$ cat src/rtl/vga_timing_gen.sv
// Raster timing generator and pixel output stage for an ADV7123-style VGA DAC.
// Optional macro VGA_TEST_PATTERN_EN adds an 8-bar colour pattern selected by iPatternSel.
module vga_timing_gen #(
  parameter int CLK_DIV  = 2,
  parameter int H_ACTIVE = 640,
  parameter int H_FP     = 16,
  parameter int H_SYNC   = 96,
  parameter int H_BP     = 48,
  parameter int V_ACTIVE = 480,
  parameter int V_FP     = 10,
  parameter int V_SYNC   = 2,
  parameter int V_BP     = 33
) (
  input  logic        iClk50,
  input  logic        iReset_,
  output logic        oReq,
  output logic [9:0]  oX,
  output logic [9:0]  oY,
  input  logic [29:0] iRGB,
  input  logic        iPatternSel,
  output logic        oFrameStart,
  output logic        oVGA_CLK,
  output logic        oVGA_HS,
  output logic        oVGA_VS,
  output logic        oVGA_BLANK,
  output logic        oVGA_SYNC,
  output logic [29:0] oVGA_RGB
);
  localparam int H_TOTAL = H_ACTIVE + H_FP + H_SYNC + H_BP;
  localparam int V_TOTAL = V_ACTIVE + V_FP + V_SYNC + V_BP;
  localparam int HW = $clog2(H_TOTAL);
  localparam int VW = $clog2(V_TOTAL);
  localparam int DW = $clog2(CLK_DIV);

  localparam logic [DW-1:0] DIV_LAST = DW'(CLK_DIV - 1);
  localparam logic [DW-1:0] DIV_HALF = DW'(CLK_DIV / 2);
  localparam logic [HW-1:0] H_LAST   = HW'(H_TOTAL - 1);
  localparam logic [HW-1:0] H_ACT    = HW'(H_ACTIVE);
  localparam logic [HW-1:0] HS_BEG   = HW'(H_ACTIVE + H_FP);
  localparam logic [HW-1:0] HS_END   = HW'(H_ACTIVE + H_FP + H_SYNC);
  localparam logic [VW-1:0] V_LAST   = VW'(V_TOTAL - 1);
  localparam logic [VW-1:0] V_ACT    = VW'(V_ACTIVE);
  localparam logic [VW-1:0] VS_BEG   = VW'(V_ACTIVE + V_FP);
  localparam logic [VW-1:0] VS_END   = VW'(V_ACTIVE + V_FP + V_SYNC);

  logic [DW-1:0] div_q, div_d;
  logic [HW-1:0] hc_q, hc_d, x_q, x_d;
  logic [VW-1:0] vc_q, vc_d, y_q, y_d;
  logic          started_q, started_d;
  logic          req_q, req_d, fs_q, fs_d, vclk_q, vclk_d;
  logic          hs_q, hs_d, vs_q, vs_d, blank_q, blank_d;
  logic [29:0]   rgb_q, rgb_d, colour;
  logic          pe;

  assign pe = (div_q == DIV_LAST);

`ifdef VGA_TEST_PATTERN_EN
  logic [2:0] bar;
  assign bar = 3'((int'(x_q) * 8) / H_ACTIVE);
  // Bar order white..black: R absent on bar bit1, G on bit2, B on bit0.
  always_comb begin
    colour = iRGB;
    if (iPatternSel) colour = {{10{~bar[1]}}, {10{~bar[2]}}, {10{~bar[0]}}};
  end
`else
  logic unused_pattern_sel;
  assign unused_pattern_sel = iPatternSel;
  assign colour = iRGB;
`endif

  // oReq/oX/oY act as a valid with no ready: upstream must have iRGB stable by the
  // pe clock that ends the requested period; there is no stall path.
  always_comb begin
    div_d     = pe ? '0 : div_q + DW'(1);
    vclk_d    = (div_d >= DIV_HALF);
    hc_d      = hc_q;
    vc_d      = vc_q;
    started_d = started_q;
    req_d     = req_q;
    x_d       = x_q;
    y_d       = y_q;
    fs_d      = 1'b0;
    hs_d      = hs_q;
    vs_d      = vs_q;
    blank_d   = blank_q;
    rgb_d     = rgb_q;
    if (pe) begin
      // The first pe after reset presents (0,0) without advancing the counters.
      started_d = 1'b1;
      if (started_q) begin
        if (hc_q == H_LAST) begin
          hc_d = '0;
          vc_d = (vc_q == V_LAST) ? '0 : vc_q + VW'(1);
        end else begin
          hc_d = hc_q + HW'(1);
        end
      end
      req_d = (hc_d < H_ACT) && (vc_d < V_ACT);
      if (req_d) begin
        x_d = hc_d;
        y_d = vc_d;
      end
      fs_d    = (hc_d == '0) && (vc_d == '0);
      // Output stage reflects the period that is ending, one pixel period late.
      hs_d    = !((hc_q >= HS_BEG) && (hc_q < HS_END));
      vs_d    = !((vc_q >= VS_BEG) && (vc_q < VS_END));
      blank_d = req_q;
      rgb_d   = req_q ? colour : '0;
    end
  end

  always_ff @(posedge iClk50) begin
    if (!iReset_) begin
      div_q     <= '0;
      hc_q      <= '0;
      vc_q      <= '0;
      started_q <= 1'b0;
      req_q     <= 1'b0;
      x_q       <= '0;
      y_q       <= '0;
      fs_q      <= 1'b0;
      vclk_q    <= 1'b0;
      hs_q      <= 1'b1;
      vs_q      <= 1'b1;
      blank_q   <= 1'b0;
      rgb_q     <= '0;
    end else begin
      div_q     <= div_d;
      hc_q      <= hc_d;
      vc_q      <= vc_d;
      started_q <= started_d;
      req_q     <= req_d;
      x_q       <= x_d;
      y_q       <= y_d;
      fs_q      <= fs_d;
      vclk_q    <= vclk_d;
      hs_q      <= hs_d;
      vs_q      <= vs_d;
      blank_q   <= blank_d;
      rgb_q     <= rgb_d;
    end
  end

  assign oReq        = req_q;
  assign oX          = 10'(x_q);
  assign oY          = 10'(y_q);
  assign oFrameStart = fs_q;
  assign oVGA_CLK    = vclk_q;
  assign oVGA_HS     = hs_q;
  assign oVGA_VS     = vs_q;
  assign oVGA_BLANK  = blank_q;
  assign oVGA_SYNC   = 1'b0;
  assign oVGA_RGB    = rgb_q;

endmodule
$ cat config.mk
export PLATFORM = sky130hd
export DESIGN_NAME = vga_timing_gen
export DESIGN_NICKNAME = d
export VERILOG_FILES = /design/src/rtl/vga_timing_gen.sv
export SDC_FILE = /design/constraint.sdc
export NUM_CORES = 1
export LEC_CHECK = 0
export BUFFER_PORTS_ARGS = -buffer_cell sky130_fd_sc_hd__buf_2
export CORE_UTILIZATION = 57
export CTS_CLUSTER_SIZE = 10
export DETAILED_ROUTE_END_ITERATION = 16
export MAX_ROUTING_LAYER = met4
export PLACE_DENSITY_LB_ADDON = 0.05
export SLEW_MARGIN = 15
export SYNTH_ARGS = -nofsm -noshare
export SYNTH_HDL_FRONTEND = slang
export SYNTH_SLANG_ARGS = --single-unit
$ cat constraint.sdc
create_clock -name iClk50 -period 4.3 [get_ports iClk50]
set_input_delay 0.86 -clock iClk50 [delete_from_list [all_inputs] [get_ports iClk50]]
set_output_delay 0.86 -clock iClk50 [all_outputs]
set_load 0.02 [all_outputs]
==> results of run 1 <==
==> metrics by stage <==
step	setup WS, ps	hold WS [ps]
2_1_floorplan	1835	499.4
3_3_place_gp	1187	430.8
3_5_place_dp	1096	438.7
4_1_cts	1041	451.1
5_1_grt	886.7	469.4
6_report	1074	451.5
==> worst min-delay path, delay by kind of cell (launching register included) <==
family                 cells  cell delay (ps)
buffers and inverters      1               40
AOI/OAI and AO/OA          1               50
DFF                        1              310
==> path summary, 6_finish.rpt <==
path | startpoint | end | slack [ps] | cells past startpoint
worst min register to register | oVGA_HS$_SDFFE_PN1P_ | oVGA_HS$_SDFFE_PN1P_ | 450 | 2
worst max-delay path | hc_q[0]$_SDFFE_PN0P_ | oX[6]$_SDFFE_PN0P_ | 1070 | 8
worst min-delay path | oVGA_HS$_SDFFE_PN1P_ | oVGA_HS$_SDFFE_PN1P_ | 450 | 2
worst max register to register | hc_q[0]$_SDFFE_PN0P_ | oX[6]$_SDFFE_PN0P_ | 1070 | 8
==> final cells by class <==
type	count	area (um2)
Sequential cell	77	1541
Clock inverter	6	93.84
Inverter	10	37.54
Multi-Input combinational cell	293	1941
Clock buffer	10	127.6
Tap cell	75	93.84
Timing Repair Buffer	93	480.5
Fill cell	492	1780
==> power by group through the flow <==
stage	registers, mW	clock network, mW	logic, mW
after CTS	0.738	0.614	0.107
after global routing	0.740	0.644	0.117
final	0.738	0.605	0.107
after floorplan	0.763	0	0.0613
after global placement	0.754	0	0.105
after detailed placement	0.754	0	0.107
==> sequential cells by signal, indices dropped and copies added, names as in the netlist <==
name	count
oVGA_HS	1
oReq	1
oFrameStart	1
started_q	1
oY	10
oVGA_VS	1
vc_q	10
div_q	1
hc_q	10
oVGA_RGB	30
oVGA_BLANK	1
oX	10
==> kinds of logic (layout without fill, tap and decap cells) <==
kind of cell    Yosys count  after routing
mux                      20             20
simple gates            158            158
xor+xnor                 15             15
compound gates           94             94
other cells               1              1
buf+inv                  44            119
flops                    77             77
fa+ha+maj                 5              5
==> metal layers <==
layer  vias to the layer above  global-route usage (%)  share of wire (%)
met5                         -                       -                  0
met4                         0                   9.825                1.6
met3                        13                   5.385                5.9
met2                       101                   35.45                 43
met1                      1461                   36.13                 50
li1                       1613                       -                  -
==> placed cells by master (no fill, tap or decap), types with 5 or more instances in the layout <==
master,instances
xnor2_1,9
dfxtp_1,77
buf_4,6
nand2b_1,5
a22o_1,30
nand2_1,59
clkbuf_8,9
o21ai_0,19
nand3_1,15
nor2_1,27
mux2i_1,20
nor3_1,8
xor2_1,6
a21oi_1,16
inv_1,10
ha_1,5
and2_1,6
buf_2,87
==> flow_summary.yaml, run 1 <==
synth:
  synth_top_area_share_pct: 41.78
  synth_compound_area_share_pct: 19.06
  synth_top_family_by_area: "simple AND/OR/NAND/NOR gates"
  synth_ff_type: "dfxtp_1"
  synth_top_cell_by_area: "dfxtp_1"
  synth_simple_gate_area_share_pct: 22.69
  avgSynthCellArea_um2: 8.913
  synth_edf_count: 0
  synth_xor_xnor_area_share_pct: 3.561
  ys_ff_latch: 77
  ys_warn_count: 0
  yosys.cell_count.top_type: "dfxtp_1"
  async_flop_share_pct: 0
  synth_fa_ha_area_share_pct: 1.695
  synth.area.top_cells: "dfxtp_1, a22o_1, nand2_1"
  muxShareOfSynthArea_pct: 5.426
  syn_inst: 414
  synth_fp_nets: 452
  syn_area_mm2: 0.003690
  ys_seq_area_share_pct: 41.78
  synth_cell_type_count: 60
  synthTopCellsByCount: "dfxtp_1, nand2_1, a22o_1"
clock_network:
  clock_latency_ps: 350
  cts_buffer_depth: 2
  postCtsSetupBuffers: 0
  clk_pin_slew_ps: 80
  cts_buffers: 9
  cts.repair.resized: 0
  cts_sinks: 77
  cts_tree: "yes"
  holdBufCountCts: 0
  cts-root-buf: "clkbuf_8"
  htree_levels: 3
global_routing:
  grtUsageTotal_pct: 25.62
  grt_pass1_wl_mm: 12.79
  grt_max_degree: 42
  antenna_found_initial: 0
  grt_pass1_vias: 2660
  gr-total-overflow: 0
worst_setup_path:
  crit_slowest_cell: "nor3_2"
  worstPathArrival_ps: 3500
  worstSetupStartpointType: "flip-flop"
  end_kind: "flip-flop"
  path_cells: "ha_1, nand4_2, nor3_2, nand3_1, o21a_1, o31ai_4, buf_4, mux2i_1"
  path_max_fanout: 10
  slowest_delay_ps: 710
  critPathTopFamily: "simple AND/OR/NAND/NOR gates"
  crit_buf_inv: 1
  crit_type: "flip-flop to flip-flop"
  cp.required_ps: 4570
placement:
  dp.cells: 548
  hpwl_mm: 5.908
  port_buffers: 87
  routabilityCongestion: 0.8951
  dpl_cell_area_mm2: 0.004094
floorplanning:
  die_w_um: 82.46
  initial_core_util_pct: 60.53
  pin_count: 90
  core_area_mm2: 0.006096
  die_height_um: 82.46
  die-area_mm2: 0.006799
  rows: 28
power_and_ir_drop:
  p_int_mw: 1.102
  ir_worst_vdd_mv: 0.2942
  power_frac_comb_pct: 7.4
  power_frac_clock_pct: 41.7
  pwr_density_cell_mw_per_mm2: 336.2
  power_mw: 1.451
  seqPwrFrac_pct: 50.9
  p_leak_nw: 1.877
  p_sw_mw: 0.3489
  power_switching_share_pct: 24.05
route:
  dr.pass1.iters: 4
  dr_total_vias: 3188
  ant_nets: 0
  drc: 0
  drt_iter0_markers: 134
  routedWlPerCell_um: 14.93
  routed_wl_mm: 8.419
  vias_per_cell: 5.652
layout:
  syn_to_final_growth_pct: 16.95
  finalNetCount: 522
  final_design_area_no_fill_mm2: 0.004315
  fin_util_pct: 70.79
  drive_gt1_share_pct: 24.95
  fin_cells: 564
  antenna_cells: 0
sta:
  min_period_over_period_pct: 75.03
  setup_viol: 0
  finalClockSkew_ps: 14.12
  rsz0062_at_grt: "false"
  fmax_mhz: 309.9
  period_needed_ps: 3226
  worst_slew_pin_slew_ps: 1115
  tns_ps: 0
  slew_headroom_pct: 25.65
  hold_viol_final: 0
  drv_slew: 0
job:
  max_cap_viol_count: 0
outcome:
  status: "completed"
worst_hold_path:
  hp-class: "flip-flop to flip-flop"
(Power assumes the default switching activity.)
==> inputs of run 2 (changes only) <==
--- a/config.mk
+++ b/config.mk
@@ -6,7 +6,7 @@
 export NUM_CORES = 1
 export LEC_CHECK = 0
 export BUFFER_PORTS_ARGS = -buffer_cell sky130_fd_sc_hd__buf_2
-export CORE_UTILIZATION = 57
+export CORE_UTILIZATION = 48
 export CTS_CLUSTER_SIZE = 10
 export DETAILED_ROUTE_END_ITERATION = 16
 export MAX_ROUTING_LAYER = met4
==> constraint.sdc (replaced) <==
create_clock -name iClk50 -period 2.65 [get_ports iClk50]
set_input_delay 0.53 -clock iClk50 [delete_from_list [all_inputs] [get_ports iClk50]]
set_output_delay 0.53 -clock iClk50 [all_outputs]
set_load 0.02 [all_outputs]
==> flow_summary.yaml, run 2 (synthesized netlist as in run 1, its figures left out) <==
sta:
  finalClockSkew_ps: 6.614
  slew_headroom_pct: 27.69
  setup_viol: 0
  fmax_mhz: 404.2
  worst_slew_pin_slew_ps: 1085
  period_needed_ps: 2474
  min_period_over_period_pct: 93.37
  hold_viol_final: 0
  rsz0062_at_grt: "false"
  drv_slew: 0
  fin_hold_ws_ps: 387.7
  tns_ps: 0
job:
  max_cap_viol_count: 0
global_routing:
  gr-total-overflow: 0
  antenna_found_initial: 0
  grt_pass1_wl_mm: 13.72
  grt_pass1_vias: 2766
  grtUsageTotal_pct: 23.06
  grt_max_degree: 41
worst_setup_path:
  worstSetupStartpointType: "flip-flop"
  path_cells: "ha_1, buf_4, nand3_1, or4b_2, o211ai_1, a221oi_4, o31ai_4, buf_12, mux2i_1"
  path_max_fanout: 20
  end_kind: "flip-flop"
  cp.required_ps: 2930
  worstPathArrival_ps: 2750
  slowest_delay_ps: 660
  crit_slowest_cell: "or4b_2"
  crit_type: "flip-flop to flip-flop"
  reg2reg_slack_ps: 180
clock_network:
  clock_latency_ps: 350
  cts_buffer_depth: 2
  cts_tree: "yes"
  htree_levels: 3
  postCtsSetupBuffers: 0
  clk_pin_slew_ps: 90
  cts-root-buf: "clkbuf_8"
  cts_buffers: 9
  cts_sinks: 77
route:
  drt_iter0_markers: 222
  ant_nets: 0
  routed_wl_mm: 8.807
  dr_total_vias: 3271
  drc: 0
  dr.pass1.iters: 4
  vias_per_cell: 5.398
  routedWlPerCell_um: 14.53
floorplanning:
  initial_core_util_pct: 50.33
  die_height_um: 89.68
  core_area_mm2: 0.007331
  die-area_mm2: 0.008042
  pin_count: 90
  rows: 31
  die_w_um: 89.68
power_and_ir_drop:
  p_leak_nw: 1.972
  pwr_density_cell_mw_per_mm2: 512.4
  ir_worst_vdd_mv: 0.3075
layout:
  syn_to_final_growth_pct: 21.36
  nFillCells: 660
  fin_cells: 606
  finalNetCount: 540
  final_cell_mix: "buf_2, dfxtp_1, nand2_1, a22o_1, nor2_1"
  largest_reg_flops: 30
  final_design_area_no_fill_mm2: 0.004478
  drive_gt1_share_pct: 28.01
  final_common_cell: "buf_2"
  antenna_cells: 0
outcome:
  status: "completed"
placement:
  dpl_cell_area_mm2: 0.004272
  port_buffers: 87
  routabilityCongestion: 0.9909
  hpwl_mm: 6.449
  dp.cells: 590
worst_hold_path:
  hp-class: "primary input to flip-flop"
run 2: path summary, 6_finish.rpt:
path	from	end	cells past startpoint
max	hc_q[0]$_SDFFE_PN0P_	oX[9]$_SDFFE_PN0P_	9
min	iRGB[29]	oVGA_RGB[29]$_SDFFE_PN0P_	2
max reg2reg	hc_q[0]$_SDFFE_PN0P_	oX[9]$_SDFFE_PN0P_	9
min reg2reg	oY[1]$_SDFFE_PN0P_	oY[1]$_SDFFE_PN0P_	2
run 2: what timing repair did:
item,CTS,global route
gates resized for setup,0,1
hold buffers,0,0
setup endpoints to repair,0,18
run 2: layer usage:
metal / up-vias / global-route usage, % / part of all wire (%)
met5: - / - / 0
met4: 0 / 8.658 / 1.2
met3: 12 / 4.388 / 7.0
met2: 112 / 32.71 / 44
met1: 1499 / 32.28 / 48
li1: 1648 / - / -
run 2: cell type report:
class,count,area [um2],area share [%]
clock buffer,9,123.9,2.766
clock inverter,7,81.33,1.816
timing repair buffer,111,628.1,14.03
inverter,10,37.54,0.8382
multi-input combinational,293,1941,43.34
sequential,77,1543,34.45
tap,99,123.9,2.766
run 2: stage by stage:
step	setup slack, ps	total power, mW	util (%)
6_report	175.8	2.295	61.09
5_1_grt	28.84	2.408	61.09
4_1_cts	122.6	2.323	61.07
3_5_place_dp	151.3	1.408	58.27
3_3_place_gp	204.7	1.405	58.27
2_1_floorplan	184.7	1.338	-
run 2: where the power goes:
part	total (mW)	leakage, nW	internal, mW	switching, mW
clock network	0.914	0.106	0.450	0.464
logic	0.186	1.24	0.0775	0.108
registers	1.19	0.623	1.18	0.0169
run 2: worst max-delay path, delay by kind of cell, from the launching register on:
family,cells,cell delay [ps]
muxes,1,200
DFF,1,340
adders and majority gates,1,180
and+or+nand+nor,2,760
AOI/OAI and AO/OA,3,560
buffers and inverters,2,360
